**src/rtl/seven_seg_pair_reader_if.sv**
```systemverilog
// Bus between a HEX segment source and the seven-segment pair reader.
// The master drives segment patterns and the strobe; the slave returns the decoded result.
interface seven_seg_pair_reader_if;
  logic [6:0] i_seg_ten;
  logic [6:0] i_seg_one;
  logic       i_sample;
  logic [6:0] o_value;
  logic       o_valid;
  logic       o_err;
  logic       o_locked;

  modport master (
    output i_seg_ten, i_seg_one, i_sample,
    input  o_value, o_valid, o_err, o_locked
  );

  modport slave (
    input  i_seg_ten, i_seg_one, i_sample,
    output o_value, o_valid, o_err, o_locked
  );
endinterface

```
**src/rtl/seven_seg_pair_reader.sv**
```systemverilog
// Decodes a (tens, ones) pair of active-low DE2_115 segment patterns into 0..99 once stable.
// Optional macro SEVEN_SEG_RANGE_CHECK_EN rejects decoded values above 32 as illegal.
module seven_seg_pair_reader #(
  parameter int unsigned STABLE_CNT = 4
) (
  input logic               i_clk,
  input logic               i_rst,
  seven_seg_pair_reader_if.slave bus
);

  localparam int unsigned SEG_W  = 7;
  localparam int unsigned PAIR_W = 2 * SEG_W;
  localparam int unsigned DIG_W  = 4;
  localparam int unsigned VAL_W  = 7;
  localparam int unsigned CNT_W  = 8;
  localparam logic [CNT_W-1:0] STABLE_C = CNT_W'(STABLE_CNT);
`ifdef SEVEN_SEG_RANGE_CHECK_EN
  localparam logic [VAL_W-1:0] MAX_VAL = VAL_W'(32);
`endif

  typedef enum logic [1:0] {ST_EMPTY, ST_SETTLING, ST_LOCKED} state_t;

  // Returns {legal, digit}; anything outside the ten patterns is illegal.
  function automatic logic [DIG_W:0] seg_decode(input logic [SEG_W-1:0] seg);
    case (seg)
      7'b1000000: seg_decode = {1'b1, 4'd0};
      7'b1111001: seg_decode = {1'b1, 4'd1};
      7'b0100100: seg_decode = {1'b1, 4'd2};
      7'b0110000: seg_decode = {1'b1, 4'd3};
      7'b0011001: seg_decode = {1'b1, 4'd4};
      7'b0010010: seg_decode = {1'b1, 4'd5};
      7'b0000010: seg_decode = {1'b1, 4'd6};
      7'b1011000: seg_decode = {1'b1, 4'd7};
      7'b0000000: seg_decode = {1'b1, 4'd8};
      7'b0010000: seg_decode = {1'b1, 4'd9};
      default:    seg_decode = '0;
    endcase
  endfunction

  logic                 cap_v;
  logic [SEG_W-1:0]     cap_ten, cap_one;
  logic                 dec_v, dec_legal;
  logic [DIG_W-1:0]     dec_ten, dec_one;
  logic [PAIR_W-1:0]    dec_raw;
  logic [DIG_W:0]       ten_dec_c, one_dec_c;

  state_t               state, state_n;
  logic [CNT_W-1:0]     cnt, cnt_n, cnt_inc_c;
  logic [PAIR_W-1:0]    cand, cand_n;
  logic                 report_c, pair_ok_c;
  logic [VAL_W-1:0]     sum_c;
  logic [VAL_W-1:0]     value_q, value_n;
  logic                 valid_q, valid_n, err_q, err_n, locked_q, locked_n;

  always_comb begin
    ten_dec_c = seg_decode(cap_ten);
    one_dec_c = seg_decode(cap_one);
  end

  // Capture and decode stages; no backpressure, a new strobe may arrive every cycle.
  always_ff @(posedge i_clk or posedge i_rst) begin
    if (i_rst) begin
      cap_v     <= 1'b0;
      cap_ten   <= '0;
      cap_one   <= '0;
      dec_v     <= 1'b0;
      dec_legal <= 1'b0;
      dec_ten   <= '0;
      dec_one   <= '0;
      dec_raw   <= '0;
    end else begin
      cap_v <= bus.i_sample;
      if (bus.i_sample) begin
        cap_ten <= bus.i_seg_ten;
        cap_one <= bus.i_seg_one;
      end
      dec_v <= cap_v;
      if (cap_v) begin
        dec_legal <= ten_dec_c[DIG_W] & one_dec_c[DIG_W];
        dec_ten   <= ten_dec_c[DIG_W-1:0];
        dec_one   <= one_dec_c[DIG_W-1:0];
        dec_raw   <= {cap_ten, cap_one};
      end
    end
  end

  // Stability FSM state register, together with the registered outputs.
  always_ff @(posedge i_clk or posedge i_rst) begin
    if (i_rst) begin
      state    <= ST_EMPTY;
      cnt      <= '0;
      cand     <= '0;
      value_q  <= '0;
      valid_q  <= 1'b0;
      err_q    <= 1'b0;
      locked_q <= 1'b0;
    end else begin
      state    <= state_n;
      cnt      <= cnt_n;
      cand     <= cand_n;
      value_q  <= value_n;
      valid_q  <= valid_n;
      err_q    <= err_n;
      locked_q <= locked_n;
    end
  end

  // Next state: a new pair restarts the count at 1, so STABLE_CNT=1 reports it immediately.
  always_comb begin
    state_n   = state;
    cnt_n     = cnt;
    cand_n    = cand;
    report_c  = 1'b0;
    cnt_inc_c = (cnt >= STABLE_C) ? STABLE_C : cnt + CNT_W'(1);
    if (dec_v) begin
      if (state == ST_EMPTY || dec_raw != cand) begin
        cand_n   = dec_raw;
        cnt_n    = CNT_W'(1);
        report_c = (STABLE_C == CNT_W'(1));
        state_n  = report_c ? ST_LOCKED : ST_SETTLING;
      end else if (state == ST_SETTLING) begin
        cnt_n    = cnt_inc_c;
        report_c = (cnt_inc_c == STABLE_C);
        state_n  = report_c ? ST_LOCKED : ST_SETTLING;
      end
    end
  end

  always_comb begin
    sum_c = VAL_W'(dec_ten) * VAL_W'(10) + VAL_W'(dec_one);
`ifdef SEVEN_SEG_RANGE_CHECK_EN
    pair_ok_c = dec_legal && (sum_c <= MAX_VAL);
`else
    pair_ok_c = dec_legal;
`endif
  end

  // Output logic: one pulse per entry into LOCKED; lock is lost whenever FSM leaves LOCKED.
  always_comb begin
    value_n  = value_q;
    valid_n  = 1'b0;
    err_n    = 1'b0;
    locked_n = locked_q && (state_n == ST_LOCKED);
    if (report_c) begin
      if (pair_ok_c) begin
        valid_n  = 1'b1;
        value_n  = sum_c;
        locked_n = 1'b1;
      end else begin
        err_n    = 1'b1;
        locked_n = 1'b0;
      end
    end
  end

  assign bus.o_value  = value_q;
  assign bus.o_valid  = valid_q;
  assign bus.o_err    = err_q;
  assign bus.o_locked = locked_q;

endmodule

```
**src/flat_wrapper.sv**
```systemverilog
// flat-port wrapper written by rule: the top's interface ports become plain ports
module seven_seg_pair_reader_flat 
#(
  parameter int unsigned STABLE_CNT = 4
)
  (i_clk, i_rst, bus_i_seg_ten, bus_i_seg_one, bus_i_sample, bus_o_value, bus_o_valid, bus_o_err, bus_o_locked);
  seven_seg_pair_reader_if bus_i ();
  input logic i_clk;
  input logic i_rst;
  input wire logic [$bits(bus_i.i_seg_ten)-1:0] bus_i_seg_ten;
  input wire logic [$bits(bus_i.i_seg_one)-1:0] bus_i_seg_one;
  input wire logic [$bits(bus_i.i_sample)-1:0] bus_i_sample;
  output wire logic [$bits(bus_i.o_value)-1:0] bus_o_value;
  output wire logic [$bits(bus_i.o_valid)-1:0] bus_o_valid;
  output wire logic [$bits(bus_i.o_err)-1:0] bus_o_err;
  output wire logic [$bits(bus_i.o_locked)-1:0] bus_o_locked;
  assign bus_i.i_seg_ten = bus_i_seg_ten;
  assign bus_i.i_seg_one = bus_i_seg_one;
  assign bus_i.i_sample = bus_i_sample;
  assign bus_o_value = bus_i.o_value;
  assign bus_o_valid = bus_i.o_valid;
  assign bus_o_err = bus_i.o_err;
  assign bus_o_locked = bus_i.o_locked;
  seven_seg_pair_reader #(.STABLE_CNT(STABLE_CNT)) u_core (.i_clk(i_clk), .i_rst(i_rst), .bus(bus_i));
endmodule
```
**config.mk**
```make
export PLATFORM = sky130hd
export DESIGN_NAME = seven_seg_pair_reader_flat
export DESIGN_NICKNAME = d
export VERILOG_FILES = /design/src/rtl/seven_seg_pair_reader_if.sv /design/src/rtl/seven_seg_pair_reader.sv /design/src/flat_wrapper.sv
export SDC_FILE = /design/constraint.sdc
export NUM_CORES = 1
export LEC_CHECK = 0
export CAP_MARGIN = 10
export CELL_PAD_IN_SITES_DETAIL_PLACEMENT = 0
export CELL_PAD_IN_SITES_GLOBAL_PLACEMENT = 2
export CORE_ASPECT_RATIO = 0.6
export CORE_MARGIN = 3
export CORE_UTILIZATION = 43
export DETAILED_ROUTE_END_ITERATION = 12
export PLACE_DENSITY = 0.9
export SYNTH_ARGS = -nofsm -noshare
export SYNTH_HDL_FRONTEND = slang
export SYNTH_SLANG_ARGS = --single-unit
```
**constraint.sdc**
```tcl
create_clock -name i_clk -period 6.05 [get_ports i_clk]
set_input_delay 1.5125 -clock i_clk [delete_from_list [all_inputs] [get_ports i_clk]]
set_output_delay 1.5125 -clock i_clk [all_outputs]
set_load 0.01 [all_outputs]
```
Word level (Yosys, flattened, before mapping)

Index checks and enable logic that the tools add are counted.

Eq/ne operators: 22
Magnitude comparators: 1
Mux-type cells: 17
Add/sub/neg operators: 2
Bitwise gates (word level): 1
Reductions and logical operators: 9
Multipliers: 1

Operators by type and width:

| operator                                                          | number |
|---|---|
| one-hot mux 5 bit (10 select lines)                               | 2 |
| equality test 7 x 5 -> 1 bit, second input constant               | 6 |
| equality test 7 bit, second input constant                        | 6 |
| equality test 7 x 6 -> 1 bit, second input constant               | 4 |
| two-way mux 8 bit                                                 | 3 |
| equality test 7 x 2 -> 1 bit, second input constant               | 2 |
| zero test 7 bit                                                   | 2 |
| != test 14 bit                                                    | 1 |
| adder 8 x 1 -> 8 bit, second input constant                       | 1 |
| equality test 8 x 3 -> 1 bit, second input constant               | 1 |
| greater-or-equal comparator 8 x 3 -> 1 bit, second input constant | 1 |
| two-way mux 1 bit                                                 | 8 |
| two-way mux 2 bit                                                 | 4 |
| adder 7 x 4 -> 7 bit                                              | 1 |
| multiplier 4 x 3 -> 6 bit, second input constant                  | 1 |
| AND reduction 2 bit                                               | 3 |
| equality test 2 x 1 -> 1 bit, second input constant               | 1 |
| equality test 2 bit, second input constant                        | 1 |
| zero test 2 bit                                                   | 1 |
| nonzero test 2 bit                                                | 1 |
| bitwise AND 1 bit                                                 | 1 |
| logical AND 1 bit                                                 | 1 |
| logical OR 1 bit                                                  | 1 |

Output and inout port bits: 10
Bits of input ports: 17
Word-level logic and storage cells: 68
Bits in registers: 73

Longest topological paths before layout

Gate-level depths: netlist of the first run.

Word-level depth: 10
Mapped depth: 7
Gate-level depth less buffers: 7

Worst setup path before layout of the first run

Ideal clock, no wire load.

Path type: input to register
Start: input bus_i_sample
End: register u_core.cap_one[2]
Path buffers: 2
Path slack: 3496 ps
Setup time: 125 ps
Required time: 5925 ps
Stages on the path: 3
Arrival: 2429 ps
Cells stage by stage: clkbuf_1 buf_1 mux2_2

RTL lines:

| element              | line                        | source |
|---|---|---|
| from (decl)          | flat_wrapper.sv:12          | `input wire logic [$bits(bus_i.i_sample)-1:0] bus_i_sample;` |
| to (signal assigned) | seven_seg_pair_reader.sv:75 | `cap_one <= bus.i_seg_one;` |
| to (decl)            | seven_seg_pair_reader.sv:41 | `logic [SEG_W-1:0] cap_ten, cap_one;` |

No word-level cell between the ends.

Final worst setup path of the first run

Start: register u_core.value_q[1] (netlist: u_core.bus.o_value[1])
End: output bus_o_value[1]

RTL lines:

| element                | line                         | source |
|---|---|---|
| from (decl)            | seven_seg_pair_reader.sv:52  | `logic [VAL_W-1:0] value_q, value_n;` |
| from (signal assigned) | seven_seg_pair_reader.sv:101 | `value_q <= value_n;` |
| to (decl)              | flat_wrapper.sv:13           | `output wire logic [$bits(bus_i.o_value)-1:0] bus_o_value;` |

No word-level cell between the ends.

==> results of run 1 <==
## registers in the layout, indices dropped and copies added, names as in the netlist
name                 flops
u_core.cap_one           7
u_core.cnt               8
u_core.state             2
u_core.bus.o_locked      1
u_core.dec_legal         1
u_core.dec_one           4
u_core.bus.o_valid       1
u_core.cap_ten           7
u_core.dec_v             1
u_core.dec_raw          14
u_core.dec_ten           4
u_core.cap_v             1
u_core.bus.o_err         1
u_core.bus.o_value       7
u_core.cand             14
## logic make-up (layout without fill, tap and decap cells)
kind of cell,after synthesis,count (layout),synth area share (%)
DFF,73,73,52.6
and+or+nand+nor,66,66,11.0
muxes,50,50,16.1
AOI/OAI and AO/OA,39,39,7.34
buffers and inverters,28,58,3.17
xor gates and xnor gates,23,23,5.80
adders and majority gates,10,10,4.03
## cells in the mapped netlist, drive strengths merged, types with 2 or more instances
library cell / number
a2111oi: 3
a21oi: 7
a31oi: 3
a32o: 2
and2: 5
and3: 2
buf: 2
clkbuf: 11
dfrtp: 73
fa: 2
ha: 8
inv: 15
mux2: 48
mux2i: 2
nand2: 14
nand3: 3
nand3b: 2
nand4b: 4
nor2: 13
nor2b: 3
nor3: 7
nor4: 6
o21ai: 13
o22ai: 3
xnor2: 6
xor2: 17
## area by class of cell
type / instances / area share, %
Multi-Input combinational cell: 188 / 37.3
Sequential cell: 73 / 44.2
Timing Repair Buffer: 27 / 6.48
Inverter: 15 / 1.36
Clock inverter: 2 / 0.848
Tap cell: 104 / 3.15
Clock buffer: 14 / 6.64
## worst min-delay path by stage
stage                           from          endpoint  slack (ns)  cells past startpoint
floorplan               u_core.cap_v      u_core.dec_v        0.39                      0
global placement    u_core.dec_legal  u_core.bus.o_err        0.44                      1
detailed placement  u_core.dec_legal  u_core.bus.o_err        0.45                      1
CTS                 u_core.dec_legal  u_core.bus.o_err        0.45                      1
global route        u_core.dec_legal  u_core.bus.o_err        0.48                      1
finish              u_core.dec_legal  u_core.bus.o_err        0.45                      1
## stage by stage
step                      hold WS [ns]  utilization (%)
after floorplan                  0.389                -
after global placement           0.439             50.7
after detailed placement         0.446             50.7
after CTS                        0.454             54.8
after global routing             0.478             54.8
final                            0.455             54.8
## per-layer routing
layer	up-vias	wire [um]	global-route usage [%]
met5	-	0	0
met4	0	101	6.33
met3	7	269	4.97
met2	40	2630	23.6
met1	1106	3540	22.6
li1	1070	-	-
## report_power, final
group          internal, W  switching, W
Clock             0.000352      0.000182
Sequential        0.000535     0.0000544
Combinational    0.0000768     0.0000604
==> flow_summary_export.csv, run 1 <==
group,metric,value,unit
critical_path,timing.rr.end,"u_core.cand[7]",
power,p_leak,1.80,nW
cts,clk_path_buf_depth,2,
cts,cts_setup_buffers,0,
sta,hold_viol,0,
sta,fin_worst_skew,0.00491,ns
critical_path,critical_path.top_delay_family,"buffers and inverters",
power,vdd_drop_max,0.132,mV
critical_path,r2r_start,"u_core.dec_raw[0]",
synthesis,seq_area_frac_synth,52.6,%
global_route,grt_overflow_total,0,
synthesis,synth-seq-cells,73,
critical_path,cp.arrival,1.22,ns
placement,gp_congestion,0.845,
floorplanning,rows,24,
sta,maxSlewViolCount,0,
floorplanning,die_h,75.6,um
placement,post_dp_cell_area,3820,um2
floorplanning,die-area,9230,um2
finish,regArea,1830,um2
critical_path,crit_buf_inv,1,
cts,cts_tree,"built",
hold_path,min_path_type,"reg2reg",
power,p_total,0.00126,W
outcome,outcome,"finished, final reports clean",
critical_path,crit_end,"bus_o_value[1]",
finish,nFillCells,661,
synthesis,synth_area_leaders,"dfrtp_1 53%, mux2_2 16%, xor2_1 4.3%",
critical_path,end_kind,"primary output",
critical_path,r2r_cells,5,
floorplanning,core_area,7540,um2
finish,multi_input_area,1540,um2
cts,post_cts_resized,0,
critical_path,worst_path_max_delay_cell,"clkdlybuf4s50_1",
floorplanning,initial_core_util,46.1,%
sta,finalSetupViolCount,0,
finish,area_delta_synth_final,18.8,%
synthesis,synth_edf_count,0,
finish,drive_above_1_share,21.6,%
finish,nets,341,
synthesis,synthesis.area,3480,um2
sta,period_minus_slack,2.73,ns
synthesis,avgSynthCellArea,12.0,um2
global_route,grt_max_degree,50,
cts,cts-root-buf,"clkbuf_16",
critical_path,startpoint_type,"register",
global_route,grt_antenna_before_repair,0,
route,avgViaCountPerCell,5.26,
cts,cts_sinks,73,
finish,stdcell_count,423,
floorplanning,boundaryPins,27,
cts,cts_buffers,9,
sta,fin_setup_tns,0,ns
synthesis,yosysTopAreaCell,"dfrtp_1",
critical_path,crit_path_start,"u_core.bus.o_value[1]",
synthesis,syn_inst,289,
critical_path,required,4.54,ns
sta,relSlewSlack,21.9,%
placement,place_inst,407,
route,drtPass1Iterations,4,
synthesis,yosysTopAreaCellShare,52.6,%
critical_path,ff2ff_setup_slack,3.59,ns
route,wire_per_inst,15.4,um
critical_path,cpPeakStageDelay,0.54,ns
placement,place_hpwl,4520,um
route,antenna_left,0,
synthesis,yosysWarnings,0,
sta,fin_crit_sh,45.2,%
sta,fmax,0.366,GHz
placement,dp_slack,2.94,ns
power,p_per_area,305,nW/um2
critical_path,critical_path_class,"reg2out",
finish,final_cell_mix,"73 x dfrtp_1, 48 x mux2_2, 26 x clkdlybuf4s50_1",
route,drt_iter0_drc,147,
route,wl,6530,um
cts,cts_hold_buf,0,
critical_path,cp.depth,1,
cts,path_clk_slew,0.05,ns
sta,fin_ws,3.32,ns
synthesis,syn-num-nets,316,
sta,tightest_slew,1.17,ns
run,cap_violations,0,
synthesis,netlist-cell-type-count,48,
floorplanning,die_w,122,um
global_route,grt_pass1_vias,2186,
synthesis,synth_ff_type,"dfrtp_1",
finish,layout_commonest_cell,"dfrtp_1",
global_route,grt_usage,16.1,%
finish,diodes,0,
synthesis,synthArstFlopShare,100,%
critical_path,cp_cell_sequence,"clkdlybuf4s50_1",
placement,portBuffers,26,
sta,rsz0062_at_grt,"false",
cts,htree_num_levels,3,
global_route,grt_pass1_wl,11200,um
finish,fin_area,4130,um2
route,drc,0,
critical_path,critPathMaxFanout,2,
cts,clock_insertion_delay_worst_skew,0.33,ns
route,vias,2223,
Note: power is estimated with default switching activity, not from simulation.
==> run 2, diff against run 1 <==
--- a/config.mk
+++ b/config.mk
@@ -10,9 +10,9 @@
 export CELL_PAD_IN_SITES_GLOBAL_PLACEMENT = 2
 export CORE_ASPECT_RATIO = 0.6
 export CORE_MARGIN = 3
-export CORE_UTILIZATION = 43
+export CORE_UTILIZATION = 36
 export DETAILED_ROUTE_END_ITERATION = 12
-export PLACE_DENSITY = 0.9
+export PLACE_DENSITY = 0.81
 export SYNTH_ARGS = -nofsm -noshare
 export SYNTH_HDL_FRONTEND = slang
 export SYNTH_SLANG_ARGS = --single-unit
==> constraint.sdc (replaced) <==
create_clock -name i_clk -period 2.5 [get_ports i_clk]
set_input_delay 0.625 -clock i_clk [delete_from_list [all_inputs] [get_ports i_clk]]
set_output_delay 0.625 -clock i_clk [all_outputs]
set_load 0.01 [all_outputs]
==> run 2 against run 1 <==
  * Register-to-register slack worse by 3.4 ns
  * Highest routed layer unchanged
  * Hold slack improved by 0.011 ns
  * Critical path depth increased by 5
  * Global-route usage decreased by 1.9 points
  * Clock skew grew 0.0013 ns
  * Total power increased by 140%
  * Wire length increased by 3.6%
  * Count of clock-buffer cells in the layout down 3
  * Critical path type is now reg2reg
  * Die area grew 18%
  * Combinational power grew to 2.5 times the previous value
==> flow_summary_export.csv, run 2 (same netlist as run 1, synthesis figures left out) <==
group,metric,value,unit
power,p_int,0.00225,W
cts,clock_insertion_delay_worst_skew,0.33,ns
power,p_leak,1.82,nW
sta,fin_crit_sh,91.4,%
placement,gp_congestion,0.801,
sta,relSlewSlack,59.9,%
sta,fmax,0.438,GHz
floorplanning,initial_core_util,37.4,%
floorplanning,die-area,10900,um2
global_route,grt_pass1_wl,11900,um
finish,layout_commonest_cell,"dfrtp_1",
sta,fin_worst_skew,0.00619,ns
floorplanning,die_h,82.1,um
route,drc,0,
global_route,grt_antenna_before_repair,0,
cts,htree_num_levels,3,
sta,period_minus_slack,2.28,ns
cts,cts_hold_buf,0,
finish,reg.largest.list,"u_core.cand x14, u_core.dec_raw x14, u_core.cnt x8",
outcome,outcome,"finished, final reports clean",
critical_path,end_kind,"register",
floorplanning,boundaryPins,27,
route,wl,6770,um
floorplanning,die_w,133,um
cts,cts_sinks,73,
route,avgViaCountPerCell,4.91,
global_route,grt_usage,14.1,%
sta,finalSetupViolCount,0,
finish,drive_above_1_share,22.6,%
finish,final_cell_mix,"73 x dfrtp_1, 48 x mux2_2, 26 x clkdlybuf4s50_1",
cts,path_clk_slew,0.06,ns
finish,diodes,0,
finish,area_delta_synth_final,20.6,%
route,drt_iter0_drc,137,
power,pwr-share-comb,11.5,%
sta,tightest_slew,0.597,ns
run,cap_violations,0,
power,power.switching,0.000744,W
critical_path,critPathMaxFanout,7,
floorplanning,rows,27,
cts,cts_setup_buffers,0,
route,vias,2225,
critical_path,cp.arrival,2.50,ns
sta,hold_viol,0,
critical_path,critical_path_class,"reg2reg",
power,p_per_area,714,nW/um2
floorplanning,core_area,9290,um2
placement,place_hpwl,4850,um
global_route,grt_pass1_vias,2247,
global_route,grt_max_degree,31,
power,clock_power_share,41.0,%
critical_path,required,2.71,ns
finish,nets,346,
cts,cts_tree,"built",
power,swShare,24.9,%
sta,maxSlewViolCount,0,
route,antenna_left,0,
sta,rsz0062_at_grt,"false",
power,p_seq_share,47.5,%
critical_path,startpoint_type,"register",
power,vdd_drop_max,0.351,mV
sta,fin_setup_tns,0,ns
cts,cts-root-buf,"clkbuf_16",
global_route,grt_overflow_total,0,
route,wire_per_inst,14.9,um
finish,fin_area,4190,um2
cts,clk_path_buf_depth,2,
placement,post_dp_cell_area,3920,um2
placement,portBuffers,26,
cts,cts_buffers,9,
route,drtPass1Iterations,4,
cts,post_cts_resized,0,
hold_path,min_path_type,"reg2reg",
-- run 2: layout make-up --
type,count,area [um2]
Tap cell,130,163
Clock inverter,4,45.0
Fill cell,864,5100
Multi-Input combinational cell,188,1540
Inverter,15,56.3
Clock buffer,11,233
Timing Repair Buffer,32,330
Sequential cell,73,1830
-- run 2: power groups by stage --
stage	Sequential, W	Combinational (W)	Clock [W]
after floorplan	0.00138	0.000288	0
after global placement	0.00144	0.000343	0
after detailed placement	0.00144	0.000348	0
after CTS	0.00142	0.000351	0.00126
after global routing	0.00144	0.000389	0.00132
final	0.00142	0.000345	0.00123
-- run 2: final timing paths --
kind | slack [ns] | startpoint | cells past startpoint | to
max | 0.22 | u_core.cnt[0] | 6 | u_core.bus.o_value[5]
min | 0.47 | u_core.dec_legal | 1 | u_core.bus.o_err
max reg2reg | 0.22 | u_core.cnt[0] | 6 | u_core.bus.o_value[5]
min reg2reg | 0.47 | u_core.dec_legal | 1 | u_core.bus.o_err
max in group asynchronous | 1.27 | i_rst | 3 | u_core.cand[7]
min in group asynchronous | 0.66 | i_rst | 2 | u_core.cap_one[1]
-- run 2: layer usage --
| metal | vias up | part of all wire, % | wire (um) | global-route usage [%] |
|---|---|---|---|---|
| li1 | 1083 | - | - | - |
| met1 | 1085 | 56 | 3760 | 21.3 |
| met2 | 47 | 39 | 2620 | 18.5 |
| met3 | 10 | 4.7 | 321 | 5.02 |
| met4 | 0 | 0.95 | 64 | 4.36 |
| met5 | - | 0 | 0 | 0 |
-- run 2: through the flow --
step	util, %	hold WS, ns	std cells	worst slack [ns]	power [W]
finish	45.1	0.465	453	0.216	0.00299
detailed placement	42.1	0.462	438	0.188	0.00179
global route	45.1	0.498	453	0.0275	0.00315
global placement	42.1	0.473	438	0.234	0.00178
floorplan	-	0.389	289	0.0217	0.00167
CTS	45.1	0.470	453	0.180	0.00303
-- run 2: critical path: stages, from the launching register on --
cell and delay, ns:
dfrtp_1 0.41, inv_1 0.06, ha_1 0.32, o211ai_1 0.31
nand3_1 0.23, nor3_4 0.45, mux2_2 0.39
